[config.mk]
export PLATFORM = sky130hd
export DESIGN_NAME = serial_add_ctrl_flat
export DESIGN_NICKNAME = d
export VERILOG_FILES = /design/src/rtl/serial_add_ctrl_if.sv /design/src/rtl/serial_add_ctrl.sv /design/src/flat_wrapper.sv
export SDC_FILE = /design/constraint.sdc
export NUM_CORES = 1
export LEC_CHECK = 0
export CAP_MARGIN = 40
export CORE_MARGIN = 2
export CORE_UTILIZATION = 48
export CTS_CLUSTER_SIZE = 25
export DETAILED_ROUTE_END_ITERATION = 12
export GPL_ROUTABILITY_DRIVEN = 0
export HOLD_SLACK_MARGIN = 0.03
export PLACE_DENSITY = 0.76
export SYNTH_ARGS = -nofsm -noshare
export SYNTH_HDL_FRONTEND = slang
export SYNTH_SLANG_ARGS = --single-unit
[constraint.sdc]
create_clock -name clk -period 1.9 [get_ports clk]
set_input_delay 0.285 -clock clk [delete_from_list [all_inputs] [get_ports clk]]
set_output_delay 0.285 -clock clk [all_outputs]
set_load 0.01 [all_outputs]
[src/rtl/serial_add_ctrl_if.sv]
// rtl/serial_add_ctrl_if.sv - request/response and adder-slice signal bundle for serial_add_ctrl
interface serial_add_ctrl_if #(
    parameter int NIBBLES = 4
);
    localparam int W = 4 * NIBBLES;

    logic         in_valid;
    logic         in_ready;
    logic [W-1:0] a;
    logic [W-1:0] b;
    logic         sub;
    logic [3:0]   add_a;
    logic [3:0]   add_b;
    logic         add_cin;
    logic [3:0]   add_s;
    logic         add_cout;
    logic         out_valid;
    logic         out_ready;
    logic [W-1:0] sum;
    logic         carry_out;
    logic         overflow;

    modport master (
        output in_valid, a, b, sub, out_ready, add_s, add_cout,
        input  in_ready, add_a, add_b, add_cin, out_valid, sum, carry_out, overflow
    );

    modport slave (
        input  in_valid, a, b, sub, out_ready, add_s, add_cout,
        output in_ready, add_a, add_b, add_cin, out_valid, sum, carry_out, overflow
    );
endinterface

[src/rtl/serial_add_ctrl.sv]
// rtl/serial_add_ctrl.sv - nibble-serial add/subtract controller driving a shared external 4-bit adder slice
module serial_add_ctrl #(
    parameter int NIBBLES = 4
) (
    input  logic              clk,
    input  logic              rst_n,
    serial_add_ctrl_if.slave  io
);
    localparam int W    = 4 * NIBBLES;
    localparam int IDXW = (NIBBLES > 1) ? $clog2(NIBBLES) : 1;
    localparam logic [IDXW-1:0] LAST_IDX = IDXW'(NIBBLES - 1);

    typedef enum logic [1:0] {IDLE, RUN, DONE} state_t;

    state_t          state_q, state_d;
    logic [IDXW-1:0] idx_q, idx_d;
    logic            carry_q, carry_d;
    logic [W-1:0]    a_q, a_d;
    logic [W-1:0]    b_q, b_d;
    logic [W-1:0]    sum_q, sum_d;
    logic            cout_q, cout_d;
    logic            ovf_q, ovf_d;
    logic [3:0]      a_nib, b_nib;

    always_ff @(posedge clk) begin
        if (!rst_n) begin
            state_q <= IDLE;
            idx_q   <= '0;
            carry_q <= 1'b0;
            a_q     <= '0;
            b_q     <= '0;
            sum_q   <= '0;
            cout_q  <= 1'b0;
            ovf_q   <= 1'b0;
        end else begin
            state_q <= state_d;
            idx_q   <= idx_d;
            carry_q <= carry_d;
            a_q     <= a_d;
            b_q     <= b_d;
            sum_q   <= sum_d;
            cout_q  <= cout_d;
            ovf_q   <= ovf_d;
        end
    end

    always_comb begin
        a_nib = 4'd0;
        b_nib = 4'd0;
        for (int i = 0; i < NIBBLES; i++) begin
            if (idx_q == IDXW'(i)) begin
                a_nib = a_q[4*i +: 4];
                b_nib = b_q[4*i +: 4];
            end
        end
    end

    always_comb begin
        state_d = state_q;
        idx_d   = idx_q;
        carry_d = carry_q;
        a_d     = a_q;
        b_d     = b_q;
        sum_d   = sum_q;
        cout_d  = cout_q;
        ovf_d   = ovf_q;
        case (state_q)
            IDLE: begin
                if (io.in_valid) begin
                    // Subtract is A + ~B + 1: invert B once here, seed the carry with 1.
                    a_d     = io.a;
                    b_d     = io.sub ? ~io.b : io.b;
                    carry_d = io.sub;
                    idx_d   = '0;
                    sum_d   = '0;
                    state_d = RUN;
                end
            end
            RUN: begin
                for (int i = 0; i < NIBBLES; i++) begin
                    if (idx_q == IDXW'(i)) begin
                        sum_d[4*i +: 4] = io.add_s;
                    end
                end
                carry_d = io.add_cout;
                if (idx_q == LAST_IDX) begin
                    cout_d  = io.add_cout;
                    ovf_d   = (a_q[W-1] == b_q[W-1]) && (io.add_s[3] != a_q[W-1]);
                    idx_d   = '0;
                    state_d = DONE;
                end else begin
                    idx_d = idx_q + 1'b1;
                end
            end
            DONE: begin
                if (io.out_ready) begin
                    state_d = IDLE;
                end
            end
            default: state_d = IDLE;
        endcase
    end

    assign io.in_ready  = (state_q == IDLE);
    assign io.out_valid = (state_q == DONE);
    assign io.add_a     = (state_q == RUN) ? a_nib : 4'd0;
    assign io.add_b     = (state_q == RUN) ? b_nib : 4'd0;
    assign io.add_cin   = (state_q == RUN) && carry_q;
    assign io.sum       = sum_q;
    assign io.carry_out = cout_q;
    assign io.overflow  = ovf_q;
endmodule

[src/flat_wrapper.sv]
// flat-port wrapper written by rule: the top's interface ports become plain ports
module serial_add_ctrl_flat 
#(
    parameter int NIBBLES = 4
)
  (clk, rst_n, io_in_valid, io_a, io_b, io_sub, io_out_ready, io_add_s, io_add_cout, io_in_ready, io_add_a, io_add_b, io_add_cin, io_out_valid, io_sum, io_carry_out, io_overflow);
  serial_add_ctrl_if #(.NIBBLES(NIBBLES)) io_i ();
  input  logic clk;
  input  logic rst_n;
  input wire logic [$bits(io_i.in_valid)-1:0] io_in_valid;
  input wire logic [$bits(io_i.a)-1:0] io_a;
  input wire logic [$bits(io_i.b)-1:0] io_b;
  input wire logic [$bits(io_i.sub)-1:0] io_sub;
  input wire logic [$bits(io_i.out_ready)-1:0] io_out_ready;
  input wire logic [$bits(io_i.add_s)-1:0] io_add_s;
  input wire logic [$bits(io_i.add_cout)-1:0] io_add_cout;
  output wire logic [$bits(io_i.in_ready)-1:0] io_in_ready;
  output wire logic [$bits(io_i.add_a)-1:0] io_add_a;
  output wire logic [$bits(io_i.add_b)-1:0] io_add_b;
  output wire logic [$bits(io_i.add_cin)-1:0] io_add_cin;
  output wire logic [$bits(io_i.out_valid)-1:0] io_out_valid;
  output wire logic [$bits(io_i.sum)-1:0] io_sum;
  output wire logic [$bits(io_i.carry_out)-1:0] io_carry_out;
  output wire logic [$bits(io_i.overflow)-1:0] io_overflow;
  assign io_i.in_valid = io_in_valid;
  assign io_i.a = io_a;
  assign io_i.b = io_b;
  assign io_i.sub = io_sub;
  assign io_i.out_ready = io_out_ready;
  assign io_i.add_s = io_add_s;
  assign io_i.add_cout = io_add_cout;
  assign io_in_ready = io_i.in_ready;
  assign io_add_a = io_i.add_a;
  assign io_add_b = io_i.add_b;
  assign io_add_cin = io_i.add_cin;
  assign io_out_valid = io_i.out_valid;
  assign io_sum = io_i.sum;
  assign io_carry_out = io_i.carry_out;
  assign io_overflow = io_i.overflow;
  serial_add_ctrl #(.NIBBLES(NIBBLES)) u_core (.clk(clk), .rst_n(rst_n), .io(io_i));
endmodule
==> impl_table.tex <==
\begin{tabular}{lr}
\hline
Metric & Value \\
\hline
\multicolumn{2}{l}{\textbf{Floorplan}} \\
\quad Die width & 77.3 um \\
\quad Number of ports placed on the die boundary & 71 \\
\quad Core ar. & 0.00514 mm2 \\
\quad Die Height & 77.3 um \\
\quad Initial core utilization & 0.502 \\
\quad Number of rows in the core area & 26 \\
\quad DIE AREA & 0.00598 mm2 \\
\multicolumn{2}{l}{\textbf{Layout}} \\
\quad Final standard cell count with taps included and fillers excluded & 437 \\
\quad Fraction of final layout cells with drive strength greater than 1 & 0.185 \\
\quad Share of the core filled with cells & 0.717 \\
\quad Most common library cell in the layout ignoring fill and taps & nand2\_1 \\
\quad Final nets & 413 \\
\quad Signed area change from the synthesized netlist to the final layout & 42.8\% \\
\quad Number of fill cells & 433 \\
\quad Total inserted antenna cells & 0 \\
\quad Most used cells in the layout excluding fill and tap cells & nand2\_1, clkdlybuf4s50\_1, dfxtp\_1, a21boi\_0 \\
\quad Final cell area excluding filler cells & 0.00368 mm2 \\
\multicolumn{2}{l}{\textbf{Clock tree}} \\
\quad Source-to-sink clock delay at the later pin of the worst-skew pair & 0.30 ns \\
\quad Longest Clk Path Bufs & 2 \\
\quad Clock tree root driver cell & clkbuf\_8 \\
\quad Clock-pin slew on the worst setup and hold paths & 0.09 ns \\
\quad Number of levels the H-tree was split into & 2 \\
\quad TritonCTS buffer count & 5 \\
\quad Clock tree from TritonCTS & done \\
\quad Clock Sink Count & 55 \\
\multicolumn{2}{l}{\textbf{Critical path}} \\
\quad Type of element capturing the critical path & output port \\
\quad Flop2flop setup slack & 0.34 ns \\
\quad Worst flop-to-flop path endpoint & u\_core.io.sum[15] \\
\quad Beginning of the worst register-to-register path & u\_core.idx\_q[0] \\
\quad Class of the most critical setup path & flop to output port \\
\quad Critical path required time & 1.62 ns \\
\quad Arrival time of data at the critical path endpoint & 1.68 ns \\
\quad Worst Reg-to-Reg Cells & 6 \\
\quad Type of origin of the critical path & flop \\
\quad Worst Path Max Fanout & 8 \\
\multicolumn{2}{l}{\textbf{Synth}} \\
\quad Sequential-to-total area share from yosys stat & 0.427 \\
\quad Distinct cell type count of the synthesized netlist & 36 \\
\quad Simple-gate share of the synthesized area & 0.177 \\
\quad Dominant combinational cell family by area after synthesis & compound AO/OA/AOI/OAI gates \\
\quad Post-synthesis cell count & 292 \\
\quad Synth Area in Compound Gates & 0.259 \\
\quad Adder-Cell Fraction of Synth Area & 0.0194 \\
\quad Synthesized net count & 338 \\
\quad Seq cells post-synth & 55 \\
\quad Yosys synthesis warning count & 0 \\
\quad Xor and xnor area share after synthesis & 0.0543 \\
\quad Netlist area before placement & 0.00258 mm2 \\
\quad Syn avg cell area & 8.84 um2 \\
\quad Proportion of synthesized area in mux cells & 0.00533 \\
\multicolumn{2}{l}{\textbf{Detailed routing}} \\
\quad Wirelength per Cell & 15.4 um \\
\quad Via count & 2410 \\
\quad Pre-antenna DRT Iters & 4 \\
\quad Detailed-route vias per instance & 5.51 \\
\quad Number of DRC markers after the initial detailed-route iteration & 124 \\
\quad Number of remaining DRC errors & 0 \\
\quad Routed wire length & 6720 um \\
\quad DRT antenna net count & 0 \\
\multicolumn{2}{l}{\textbf{Hold path}} \\
\quad Cells on Worst Hold Path & 2 \\
\quad Source of the worst hold timing path & u\_core.io.sum[8] \\
\quad Endpoint of the worst hold-timing path & u\_core.io.sum[8] \\
\quad Worst hold path type & flop to flop \\
\multicolumn{2}{l}{\textbf{STA}} \\
\quad Post-layout min period & 1.97 ns \\
\quad Final critical-path setup slack & -0.0698 ns \\
\quad Portion of the clock cycle consumed by the worst path in the final layout & 1.04 \\
\quad Number of slew-limit violations in the final report & 0 \\
\quad Total Neg Setup Slack & -0.427 ns \\
\quad Final hold slack & 0.460 ns \\
\quad Worst-margin pin slew & 0.409 ns \\
\quad Maximum clock frequency & 508 MHz \\
\quad Final Skew & 0.00589 ns \\
\quad Final Setup Violations & 8 \\
\quad Relative slew slack & 0.722 \\
\quad Final hold viol count & 0 \\
\quad Unrepaired setup endpoints after global routing & true \\
\multicolumn{2}{l}{\textbf{GRT}} \\
\quad First-pass GRT wire length & 11100 um \\
\quad Most heavily used metal layer in global routing & met2 \\
\quad Largest net degree at the start of global routing & 29 \\
\quad Vias in the first global route & 2299 \\
\quad M3 GR Usage & 0.0459 \\
\quad Remaining global-route overflow & 0 \\
\quad Global-route met2 utilization & 0.410 \\
\quad Met1 Use GR & 0.279 \\
\quad Initial antenna violation count & 0 \\
\quad Global routing usage summed across all routing layers & 0.233 \\
\multicolumn{2}{l}{\textbf{Place}} \\
\quad Cell count after placement & 426 \\
\quad Port bufs & 70 \\
\quad Post-DP Area & 0.00342 mm2 \\
\quad Post-DP HPWL & 4570 um \\
\quad Setup slack at placement & -0.240 ns \\
\multicolumn{2}{l}{\textbf{Power}} \\
\quad Static leakage & 1.48 nW \\
\quad Cell area power density & 669 mW/mm2 \\
\quad Post-route total power & 2.47 mW \\
\quad Worst IR drop on VDD & 0.000399 V \\
\multicolumn{2}{l}{\textbf{Status}} \\
\quad Status & complete, but fails checks \\
\quad Violations in the final reports & negative setup slack \\
\multicolumn{2}{l}{\textbf{Flow run}} \\
\quad Max-cap violations & 0 \\
\hline
\end{tabular}
worst max-delay path, stage by stage (launching register included):
cell and delay [ns]:
dfxtp_4 0.38, inv_4 0.07, ha_4 0.13, nor2b_4 0.15
buf_12 0.15, a221oi_2 0.06, o31ai_1 0.26, buf_2 0.18
worst max-delay path by stage:
stage / from / to / slack [ns]
6_report: u_core.idx_q[0] / io_add_a[2] / -0.07
5_1_grt: u_core.idx_q[1] / io_add_a[2] / -0.16
4_1_cts: u_core.idx_q[1] / io_add_b[2] / -0.1
3_5_place_dp: u_core.idx_q[0] / io_add_b[3] / -0.24
3_3_place_gp: u_core.idx_q[0] / io_add_a[3] / -0.18
2_1_floorplan: u_core.idx_q[1] / io_add_a[3] / 0.14
registers in the layout, summed over array words and instances, names as in the netlist:
name,count
u_core.io.overflow,1
u_core.state_q,2
u_core.io.sum,16
u_core.a_q,16
u_core.b_q,16
u_core.io.carry_out,1
u_core.idx_q,2
u_core.carry_q,1
power by group:
part           switching [mW]  total, mW  internal [mW]
logic                   0.252      0.548          0.296
registers              0.0542       1.28           1.22
clock network           0.357      0.644          0.287
total                   0.663       2.47           1.80
cell usage after synthesis (all sizes together):
library cell / n / area, um2
o32ai: 2 / 17.5
a221oi: 9 / 78.8
or3b: 2 / 20.0
o211ai: 4 / 30.0
a21oi: 2 / 10.0
or3: 1 / 6.26
o41ai: 4 / 35.0
a21boi: 20 / 150
inv: 5 / 18.8
ha: 4 / 50.1
o211a: 16 / 160
dfxtp: 55 / 1100
nor2: 3 / 11.3
o21ai: 11 / 58.8
nand2: 71 / 272
nor2b: 4 / 25.0
and2: 2 / 12.5
nand3: 8 / 40.0
o221ai: 1 / 8.76
xnor2: 16 / 140
o22ai: 12 / 75.1
nand3b: 4 / 30.0
nor3b: 2 / 20.0
mux2i: 1 / 13.8
nand2b: 2 / 20.0
buf: 17 / 100
o31ai: 6 / 45.0
clkbuf: 8 / 30.0
kinds of logic after synthesis:
kind of cell	after synthesis
AO/OA/AOI/OAI	87
XOR/XNOR	16
adder cells (fa/ha/maj)	4
buffers and inverters	30
flip-flops	55
multiplexers	1
AND/OR/NAND/NOR	99
area by class of cell:
type                    count  area [um2]  area share
well taps                  70        87.6      0.0238
flip-flops and latches     55        1110       0.300
multi-input cells         207        1480       0.402
inverters                   5        23.8     0.00645
clock inverters             1        5.00     0.00136
clock buffers               6        82.6      0.0224
repair buffers             93         900       0.244
timing repair:
item / 4_1_cts / 5_1_grt
pin swaps: 7 / 6
cloned: 0 / 1
buffers inserted: 2 / 1
setup endpoints to repair: 9 / 9
resized for setup: 64 / 11
hold buffers: 0 / 0
routing by layer:
metal,routed length (um),part of all wire
met4,164,0.024
met3,261,0.039
met1,2860,0.43
met5,0,0
met2,3430,0.51
No activity file was read; power rests on OpenSTA's default activity.
